`src/rtl/piso_serializer_if.sv`:
```
// Load/serial handshake bundle for piso_serializer.
// The master side is the host feeding words and pacing bits.
interface piso_serializer_if #(
  parameter int WIDTH = 4
);
  logic [WIDTH-1:0] load_data;
  logic             load_valid;
  logic             load_ready;
  logic             shift_en;
  logic             shift_out;
  logic             shift_valid;
  logic             frame_start;
  logic             busy;

  modport master (
    output load_data,
    output load_valid,
    output shift_en,
    input  load_ready,
    input  shift_out,
    input  shift_valid,
    input  frame_start,
    input  busy
  );

  modport slave (
    input  load_data,
    input  load_valid,
    input  shift_en,
    output load_ready,
    output shift_out,
    output shift_valid,
    output frame_start,
    output busy
  );
endinterface

```
`src/rtl/piso_serializer.sv`:
```
// Parallel-in serial-out transmitter with zero-gap back-to-back frames.
// Define PISO_PARITY_EN to append an even-parity bit to every frame.
module piso_serializer #(
  parameter int WIDTH     = 4,
  parameter int MSB_FIRST = 1
) (
  input logic              CLK,
  input logic              Reset,
  piso_serializer_if.slave bus
);

  localparam int CW = $clog2(WIDTH);
  localparam logic [CW-1:0] LAST = CW'(WIDTH - 1);

  typedef enum logic [1:0] {
    IDLE,
    SHIFT
`ifdef PISO_PARITY_EN
    , PARITY
`endif
  } state_t;

  state_t           state_q, state_d;
  logic [WIDTH-1:0] sreg_q, sreg_d;
  logic [CW-1:0]    cnt_q, cnt_d;
  logic             so_q, so_d;
  logic             sv_q, sv_d;
  logic             fs_q, fs_d;
  logic             bz_q, bz_d;
  logic             ready;
  logic             last;
`ifdef PISO_PARITY_EN
  logic             par_q, par_d;
`endif

  assign last = (cnt_q == LAST);

  always_comb begin
    state_d = state_q;
    sreg_d  = sreg_q;
    cnt_d   = cnt_q;
    ready   = 1'b0;
`ifdef PISO_PARITY_EN
    par_d   = par_q;
`endif
    unique case (state_q)
      IDLE: begin
        ready = 1'b1;
      end
      SHIFT: begin
        if (bus.shift_en) begin
          if (!last) begin
            cnt_d = cnt_q + 1'b1;
            if (MSB_FIRST != 0)
              sreg_d = {sreg_q[WIDTH-2:0], 1'b0};
            else
              sreg_d = {1'b0, sreg_q[WIDTH-1:1]};
          end else begin
`ifdef PISO_PARITY_EN
            state_d = PARITY;
`else
            ready   = 1'b1;
            state_d = IDLE;
`endif
          end
        end
      end
`ifdef PISO_PARITY_EN
      PARITY: begin
        if (bus.shift_en) begin
          ready   = 1'b1;
          state_d = IDLE;
        end
      end
`endif
      default: begin
        state_d = IDLE;
      end
    endcase
    // Acceptance overrides any IDLE transition chosen above.
    if (ready && bus.load_valid) begin
      state_d = SHIFT;
      sreg_d  = bus.load_data;
      cnt_d   = '0;
`ifdef PISO_PARITY_EN
      par_d   = ^bus.load_data;
`endif
    end
  end

  always_comb begin
    so_d = 1'b0;
    sv_d = 1'b0;
    fs_d = 1'b0;
    bz_d = (state_d != IDLE);
    unique case (state_d)
      SHIFT: begin
        so_d = (MSB_FIRST != 0) ? sreg_d[WIDTH-1]
                                : sreg_d[0];
        sv_d = 1'b1;
        fs_d = (cnt_d == '0);
      end
`ifdef PISO_PARITY_EN
      PARITY: begin
        so_d = par_d;
        sv_d = 1'b1;
      end
`endif
      default: begin
        so_d = 1'b0;
      end
    endcase
  end

  always_ff @(posedge CLK) begin
    if (Reset) begin
      state_q <= IDLE;
      sreg_q  <= '0;
      cnt_q   <= '0;
      so_q    <= 1'b0;
      sv_q    <= 1'b0;
      fs_q    <= 1'b0;
      bz_q    <= 1'b0;
`ifdef PISO_PARITY_EN
      par_q   <= 1'b0;
`endif
    end else begin
      state_q <= state_d;
      sreg_q  <= sreg_d;
      cnt_q   <= cnt_d;
      so_q    <= so_d;
      sv_q    <= sv_d;
      fs_q    <= fs_d;
      bz_q    <= bz_d;
`ifdef PISO_PARITY_EN
      par_q   <= par_d;
`endif
    end
  end

  assign bus.load_ready  = ready;
  assign bus.shift_out   = so_q;
  assign bus.shift_valid = sv_q;
  assign bus.frame_start = fs_q;
  assign bus.busy        = bz_q;

endmodule

```
`src/flat_wrapper.sv`:
```
// flat-port wrapper written by rule: the top's interface ports become plain ports
module piso_serializer_flat 
#(
  parameter int WIDTH     = 4,
  parameter int MSB_FIRST = 1
)
  (CLK, Reset, bus_load_data, bus_load_valid, bus_shift_en, bus_load_ready, bus_shift_out, bus_shift_valid, bus_frame_start, bus_busy);
  piso_serializer_if #(.WIDTH(WIDTH)) bus_i ();
  input logic CLK;
  input logic Reset;
  input wire logic [$bits(bus_i.load_data)-1:0] bus_load_data;
  input wire logic [$bits(bus_i.load_valid)-1:0] bus_load_valid;
  input wire logic [$bits(bus_i.shift_en)-1:0] bus_shift_en;
  output wire logic [$bits(bus_i.load_ready)-1:0] bus_load_ready;
  output wire logic [$bits(bus_i.shift_out)-1:0] bus_shift_out;
  output wire logic [$bits(bus_i.shift_valid)-1:0] bus_shift_valid;
  output wire logic [$bits(bus_i.frame_start)-1:0] bus_frame_start;
  output wire logic [$bits(bus_i.busy)-1:0] bus_busy;
  assign bus_i.load_data = bus_load_data;
  assign bus_i.load_valid = bus_load_valid;
  assign bus_i.shift_en = bus_shift_en;
  assign bus_load_ready = bus_i.load_ready;
  assign bus_shift_out = bus_i.shift_out;
  assign bus_shift_valid = bus_i.shift_valid;
  assign bus_frame_start = bus_i.frame_start;
  assign bus_busy = bus_i.busy;
  piso_serializer #(.WIDTH(WIDTH), .MSB_FIRST(MSB_FIRST)) u_core (.CLK(CLK), .Reset(Reset), .bus(bus_i));
endmodule
```
`config.mk`:
```
export PLATFORM = sky130hd
export DESIGN_NAME = piso_serializer_flat
export DESIGN_NICKNAME = d
export VERILOG_FILES = /design/src/rtl/piso_serializer_if.sv /design/src/rtl/piso_serializer.sv /design/src/flat_wrapper.sv
export SDC_FILE = /design/constraint.sdc
export NUM_CORES = 1
export LEC_CHECK = 0
export CAP_MARGIN = 25
export CORE_AREA = 4 4 41 43
export CTS_CLUSTER_DIAMETER = 120
export DETAILED_ROUTE_END_ITERATION = 16
export DIE_AREA = 0 0 45 47
export PLACE_DENSITY_LB_ADDON = 0.3
export SLEW_MARGIN = 15
export SYNTH_ARGS = -nofsm -noshare
export SYNTH_HDL_FRONTEND = slang
export SYNTH_SLANG_ARGS = --single-unit
```
`constraint.sdc`:
```
create_clock -name CLK -period 2.5 [get_ports CLK]
set_input_delay 0.5 -clock CLK [delete_from_list [all_inputs] [get_ports CLK]]
set_output_delay 0.5 -clock CLK [all_outputs]
set_load 0.05 [all_outputs]
```
==> qor.tcl, run 1 <==
set qor(floorplan.core_area_sq_um) 1300
set qor(synth_top_area_share_pct) 47.4
set qor(worst-endpoint-required_ns) 2.00
set qor(number_of_flops_mapped_to_enable_cells_by_yosys) 0
set qor(layout.core_utilization_pct) 52.1
set qor(initial_core_util_pct) 38.9
set qor(final_max_slew_viol_count) 0
set qor(type_of_the_worst_min_delay_path) {reg -> reg}
set qor(hold_path_startpoint) {u_core.sreg_q[0]}
set qor(globalRouteMet3Util_pct) 4.21
set qor(worst_r2r_path_depth) 4
set qor(area_contributors_post_synth) {sky130_fd_sc_hd__dfxtp_1 (47%), sky130_fd_sc_hd__mux2i_1 (7.9%), sky130_fd_sc_hd__a211oi_2 (4.9%), sky130_fd_sc_hd__a21oi_1 (4.9%), sky130_fd_sc_hd__inv_1 (3.7%)}
set qor(cts_max_path_buffers) 2
set qor(worstSetupEndpointType) {output port}
set qor(synth_warnings) 0
set qor(ir_drop_uv) 286
set qor(cts_hold_buffers) 0
set qor(worstPathArrival_ns) 1.62
set qor(grt_start_max_net_pins) 9
set qor(dr.first_iter.drc_count) 5
set qor(tightestPinTransition_ns) 0.501
set qor(ys_seq_area_share_pct) 47.4
set qor(global_route.peak_usage_layer) {met2}
set qor(level_count_of_the_clock_h_tree) 1
set qor(clock-root-buffer) {sky130_fd_sc_hd__clkbuf_4}
set qor(synth.cells.most_frequent) {sky130_fd_sc_hd__dfxtp_1 (12), sky130_fd_sc_hd__a21oi_1 (5), sky130_fd_sc_hd__inv_1 (5), sky130_fd_sc_hd__nand2_1 (5), sky130_fd_sc_hd__nor2_1 (5)}
set qor(number_of_maximum_capacitance_violations) 0
set qor(ios) 13
set qor(global_route.usage.total_pct) 10.7
set qor(cts-buffers-inserted) 3
set qor(netlist_area_sq_um) 507
set qor(cts_setup_buffers) 0
set qor(detail_route.vias_per_cell) 4.82
set qor(number_of_global_route_vias_before_repair) 369
set qor(ff2ff_setup_slack_ns) 1.27
set qor(worst_skew_pair.late_latency_ns) 0.26
set qor(whs_path_depth) 2
set qor(max-slew-margin-rel_pct) 66.5
set qor(antenna_found_initial) 0
set qor(grt_setup_unrepaired) {no}
set qor(layout.nets) 79
set qor(path_clk_slew_ns) 0.06
set qor(post-synth-top-count-cell) {sky130_fd_sc_hd__dfxtp_1}
set qor(synth.ff_latch_count) 12
set qor(vias) 405
set qor(clock_sink_count) 12
set qor(post-synth-top-area-cell) {sky130_fd_sc_hd__dfxtp_1}
set qor(post_route_cells_drive_above_1_share_pct) 15.9
set qor(insertedDiodeCount) 0
set qor(timing.critical_path.slowest_stage_cell) {sky130_fd_sc_hd__clkdlybuf4s50_1}
set qor(synth_cells) 54
set qor(wl_per_cell_um) 10.7
set qor(design.die.area_sq_um) 2120
set qor(filler_cell_count) 131
set qor(status) {finished clean}
set qor(global_route.overflow_total) 0
set qor(grt_pass1_wl_um) 1570
set qor(min_period_ns) 2.12
set qor(layout-area-overhead-vs-synth_pct) 33.8
set qor(synth.avg_cell_area_sq_um) 9.38
set qor(detailedRoute.firstPassIterationCount) 4
set qor(crit_path_start_kind) {input port}
set qor(numPortBuffers) 12
set qor(nets_in_the_synthesized_netlist) 62
set qor(start_of_the_worst_register_to_register_path) {u_core.cnt_q[1]}
set qor(ys_types) 19
set qor(fmax_mhz) 472
set qor(hold_end) {u_core.sreg_q[0]}
set qor(die_height_um) 47
set qor(gr-usage-met1_pct) 13.8
set qor(row_count) 13
set qor(final.setup_skew_ns) 0.000671
set qor(finalWeightedCongestion) 0.841
set qor(fin_crit_sh_pct) 84.7
set qor(crit_path_max_fanout) 5
set qor(finalHoldViolations) 0
set qor(synth-main-ff-cell) {sky130_fd_sc_hd__dfxtp_1}
set qor(ctsResizeCount) 0
set qor(crit_type) {in -> out}
set qor(total_leakage_power_nw) 0.296
set qor(max_stage_delay_ns) 0.56
set qor(powerDensity_nw_per_um2) 558
set qor(postSynth.asyncResetShare_pct) 0
set qor(met2_usage_pct) 13.8
set qor(drt_drc_violations_left) 0
set qor(setup_total_neg_slack_ns) 0
set qor(place_hpwl_um) 676
set qor(crit-reg2reg-capture) {u_core.sreg_q[3]}
set qor(cp_cell_sequence) {clkdlybuf4s50_1, nand3_2, a21oi_1, buf_12}
set qor(dieWidth_um) 45
set qor(routed_wl_um) 896
set qor(tritoncts) {yes}
set qor(postRouteAntennaNets) 0
set qor(report.final.setup_viol) 0
power by group:
group	internal [mW]	leakage, nW	switching [mW]	total, mW
logic	0.0295	0.184	0.0331	0.0627
registers	0.200	0.0985	0.00601	0.206
clock network	0.0556	0.0138	0.0537	0.109
cell type report:
class	count	area (sq um)	share of cell area, %
multi-input combinational	37	248	36.5
sequential	12	240	35.4
timing repair buffer	12	130	19.2
clock buffer	3	22.5	3.32
inverter	5	18.8	2.77
tap	15	18.8	2.77
per-layer routing:
metal / part of all wire [%] / wire (um) / up-vias
met1: 51 / 457 / 179
met4: 1.0 / 9 / 0
li1: - / - / 216
met5: 0 / 0 / -
met3: 6.5 / 58 / 2
met2: 41 / 371 / 8
worst max path at each step:
stage | start | to | slack (ns) | cells after the start
floorplan | bus_shift_en | bus_load_ready | 0.62 | 2
global placement | bus_shift_en | bus_load_ready | 0.40 | 4
detailed placement | bus_shift_en | bus_load_ready | 0.39 | 4
CTS | bus_shift_en | bus_load_ready | 0.38 | 4
global route | bus_shift_en | bus_load_ready | 0.32 | 4
finish | bus_shift_en | bus_load_ready | 0.38 | 4
through the flow:
| step | hold WS (ns) | instance area [sq um] | setup slack [ns] | power [mW] | instances |
|---|---|---|---|---|---|
| floorplan | 0.441 | 507 | 0.625 | 0.245 | 54 |
| global placement | 0.459 | 656 | 0.401 | 0.273 | 81 |
| detailed placement | 0.464 | 656 | 0.388 | 0.274 | 81 |
| CTS | 0.474 | 678 | 0.376 | 0.386 | 84 |
| global route | 0.530 | 678 | 0.324 | 0.401 | 84 |
| finish | 0.471 | 678 | 0.382 | 0.378 | 84 |
layout by cell type, fill, tap and decap left out, types with 2 or more instances in the layout:
cell type                         Yosys  final
sky130_fd_sc_hd__a211oi_1             2      2
sky130_fd_sc_hd__a211oi_2             2      2
sky130_fd_sc_hd__a21oi_1              5      5
sky130_fd_sc_hd__clkbuf_4             0      3
sky130_fd_sc_hd__clkdlybuf4s50_1      0     11
sky130_fd_sc_hd__dfxtp_1             12     12
sky130_fd_sc_hd__inv_1                5      5
sky130_fd_sc_hd__mux2i_1              4      4
sky130_fd_sc_hd__nand2_1              5      5
sky130_fd_sc_hd__nor2_1               5      5
sky130_fd_sc_hd__nor2b_1              2      2
sky130_fd_sc_hd__o21ai_0              3      3
state kept, by name, indices dropped and copies added, names as in the netlist:
signal	count
u_core.state_q	2
u_core.cnt_q	2
u_core.bus.shift_valid	1
u_core.bus.frame_start	1
u_core.bus.shift_out	1
u_core.sreg_q	4
u_core.bus.busy	1
critical path: cells and delay by family:
kind	cells	cell delay, ns
AND/OR/NAND/NOR	1	0.12
buffers and inverters	2	0.73
AO/OA/AOI/OAI	1	0.26
kinds of logic (layout without fill, tap and decap cells):
kind of cell,after synthesis,in the layout,synth area share (%)
simple gates,18,18,21.2
compound gates,14,14,19.0
other cells,1,1,0.740
mux,4,4,7.90
buf+inv,5,20,3.70
flops,12,12,47.4
No activity file was read; power rests on OpenSTA's default activity.
==> run 2: changes to the inputs <==
Clock period 2.5 ns to 1.9 ns, I/O delays scaled along.
==> qor.tcl, run 2 (synthesized netlist as in run 1, its figures left out) <==
set qor(status) {finished clean}
set qor(cts-buffers-inserted) 3
set qor(total_leakage_power_nw) 0.313
set qor(power_frac_seq_pct) 48.9
set qor(initial_core_util_pct) 38.9
set qor(cts_hold_buffers) 0
set qor(tritoncts) {yes}
set qor(path_clk_slew_ns) 0.07
set qor(drt_drc_violations_left) 0
set qor(numPortBuffers) 12
set qor(fin_crit_sh_pct) 94.4
set qor(number_of_maximum_capacitance_violations) 0
set qor(clock-root-buffer) {sky130_fd_sc_hd__clkbuf_4}
set qor(worst_skew_pair.late_latency_ns) 0.27
set qor(layout-area-overhead-vs-synth_pct) 39.5
set qor(worstPathArrival_ns) 1.41
set qor(ir_drop_uv) 454
set qor(dr.first_iter.drc_count) 6
set qor(design.die.area_sq_um) 2120
set qor(dieWidth_um) 45
set qor(wl_per_cell_um) 10.5
set qor(combinational_power_share_pct) 15.5
set qor(crit_type) {in -> out}
set qor(place.detailed.instances) 83
set qor(antenna_found_initial) 0
set qor(filler_cell_count) 122
set qor(cts_max_path_buffers) 2
set qor(finalNonFillerCells) 87
set qor(crit_path_start_kind) {input port}
set qor(ios) 13
set qor(mostFrequentLayoutCells) {sky130_fd_sc_hd__dfxtp_1 (12), sky130_fd_sc_hd__clkdlybuf4s50_1 (11)}
set qor(layout.area.seq_sq_um) 240
set qor(insertedDiodeCount) 0
set qor(final.setup_skew_ns) 0.00510
set qor(global_route.usage.total_pct) 10.8
set qor(grt_start_max_net_pins) 9
set qor(finalHoldViolations) 0
set qor(row_count) 13
set qor(fmax_mhz) 558
set qor(report.final.setup_viol) 0
set qor(top_register) {u_core.sreg_q}
set qor(crit_path_max_fanout) 4
set qor(largest_registers) {u_core.sreg_q (4), u_core.cnt_q (2), u_core.state_q (2)}
set qor(die_height_um) 47
set qor(internal_power_mw) 0.421
set qor(ctsResizeCount) 0
set qor(layout.nets) 81
set qor(place_hpwl_um) 658
set qor(area_of_the_multi_input_gates_sq_um) 248
set qor(type_of_the_worst_min_delay_path) {reg -> reg}
set qor(detail_route.vias_per_cell) 4.85
set qor(power_switching_mw) 0.133
set qor(min_period_ns) 1.79
set qor(worstSetupEndpointType) {output port}
set qor(worst-endpoint-required_ns) 1.52
set qor(final_max_slew_viol_count) 0
set qor(cts_setup_buffers) 0
set qor(post_route_cells_drive_above_1_share_pct) 19.4
set qor(detailedRoute.firstPassIterationCount) 2
set qor(tightestPinTransition_ns) 0.503
set qor(max-slew-margin-rel_pct) 66.4
set qor(global_route.overflow_total) 0
set qor(share_clk_of_total_power_pct) 35.6
set qor(finalWeightedCongestion) 0.821
set qor(floorplan.core_area_sq_um) 1300
set qor(number_of_global_route_vias_before_repair) 391
set qor(grt_setup_unrepaired) {no}
set qor(setup_total_neg_slack_ns) 0
set qor(vias) 422
set qor(grt_pass1_wl_um) 1540
set qor(postRouteAntennaNets) 0
set qor(routed_wl_um) 913
set qor(fin_total_pwr_mw) 0.555
set qor(clock_sink_count) 12
set qor(share_of_total_power_consumed_by_net_switching_pct) 24.0
set qor(final_common_cell) {sky130_fd_sc_hd__dfxtp_1}
set qor(level_count_of_the_clock_h_tree) 1
set qor(number_of_flip_flops_in_the_largest_register) 4
set qor(powerDensity_nw_per_um2) 785
run 2: cell count changes in the layout (fill, tap and decap cells not counted), sizes merged:
cell	delta
buf	+2
clkbuf	+1
run 2: metrics by stage:
stage / util (%) / hold slack, ns / setup WS (ns) / area [sq um]
after detailed placement: 51.5 / 0.459 / 0.116 / 671
after global routing: 54.3 / 0.513 / 0.0754 / 707
after floorplan: - / 0.441 / 0.216 / 507
after global placement: 51.5 / 0.459 / 0.128 / 671
final: 54.3 / 0.472 / 0.107 / 707
after CTS: 54.3 / 0.472 / 0.105 / 707
run 2: path summary, 6_finish.rpt:
| check | slack [ns] | from | depth (start not counted) | endpoint |
|---|---|---|---|---|
| worst max-delay path | 0.11 | bus_shift_en | 4 | bus_load_ready |
| worst min-delay path | 0.47 | u_core.sreg_q[0] | 2 | u_core.sreg_q[0] |
| worst max register to register | 0.67 | u_core.cnt_q[1] | 4 | u_core.bus.shift_out |
| worst min register to register | 0.47 | u_core.sreg_q[0] | 2 | u_core.sreg_q[0] |
run 2: routing by layer:
| metal | up-vias | track usage, % | share of wire, % |
|---|---|---|---|
| met2 | 11 | 14.4 | 41 |
| li1 | 221 | - | - |
| met4 | 0 | 11.7 | 3.7 |
| met1 | 185 | 12.3 | 48 |
| met3 | 5 | 4.60 | 6.8 |
| met5 | - | 0 | 0 |
run 2: cell type report:
| class | count | area share (%) |
|---|---|---|
| Multi-Input combinational cell | 37 | 35.0 |
| Clock buffer | 4 | 5.13 |
| Tap cell | 15 | 2.65 |
| Timing Repair Buffer | 14 | 20.5 |
| Inverter | 5 | 2.65 |
| Sequential cell | 12 | 34.0 |
run 2: power by group through the flow:
stage | Clock (mW) | Sequential (mW) | Combinational [mW]
6_report | 0.198 | 0.271 | 0.0860
5_1_grt | 0.216 | 0.273 | 0.0933
4_1_cts | 0.206 | 0.271 | 0.0865
3_5_place_dp | 0 | 0.277 | 0.0859
3_3_place_gp | 0 | 0.277 | 0.0855
2_1_floorplan | 0 | 0.289 | 0.0328
run 2: critical path, stage by stage:
cell	delay [ns]
sky130_fd_sc_hd__clkdlybuf4s50_1	0.49
sky130_fd_sc_hd__nand3_2	0.10
sky130_fd_sc_hd__a21oi_1	0.26
sky130_fd_sc_hd__buf_12	0.17
==> run 3: changes to the inputs <==
Settings changed: REMOVE_ABC_BUFFERS set to 1.
==> results of run 3 <==
The final DEF is identical to that of run 2; final timing and power are the same.
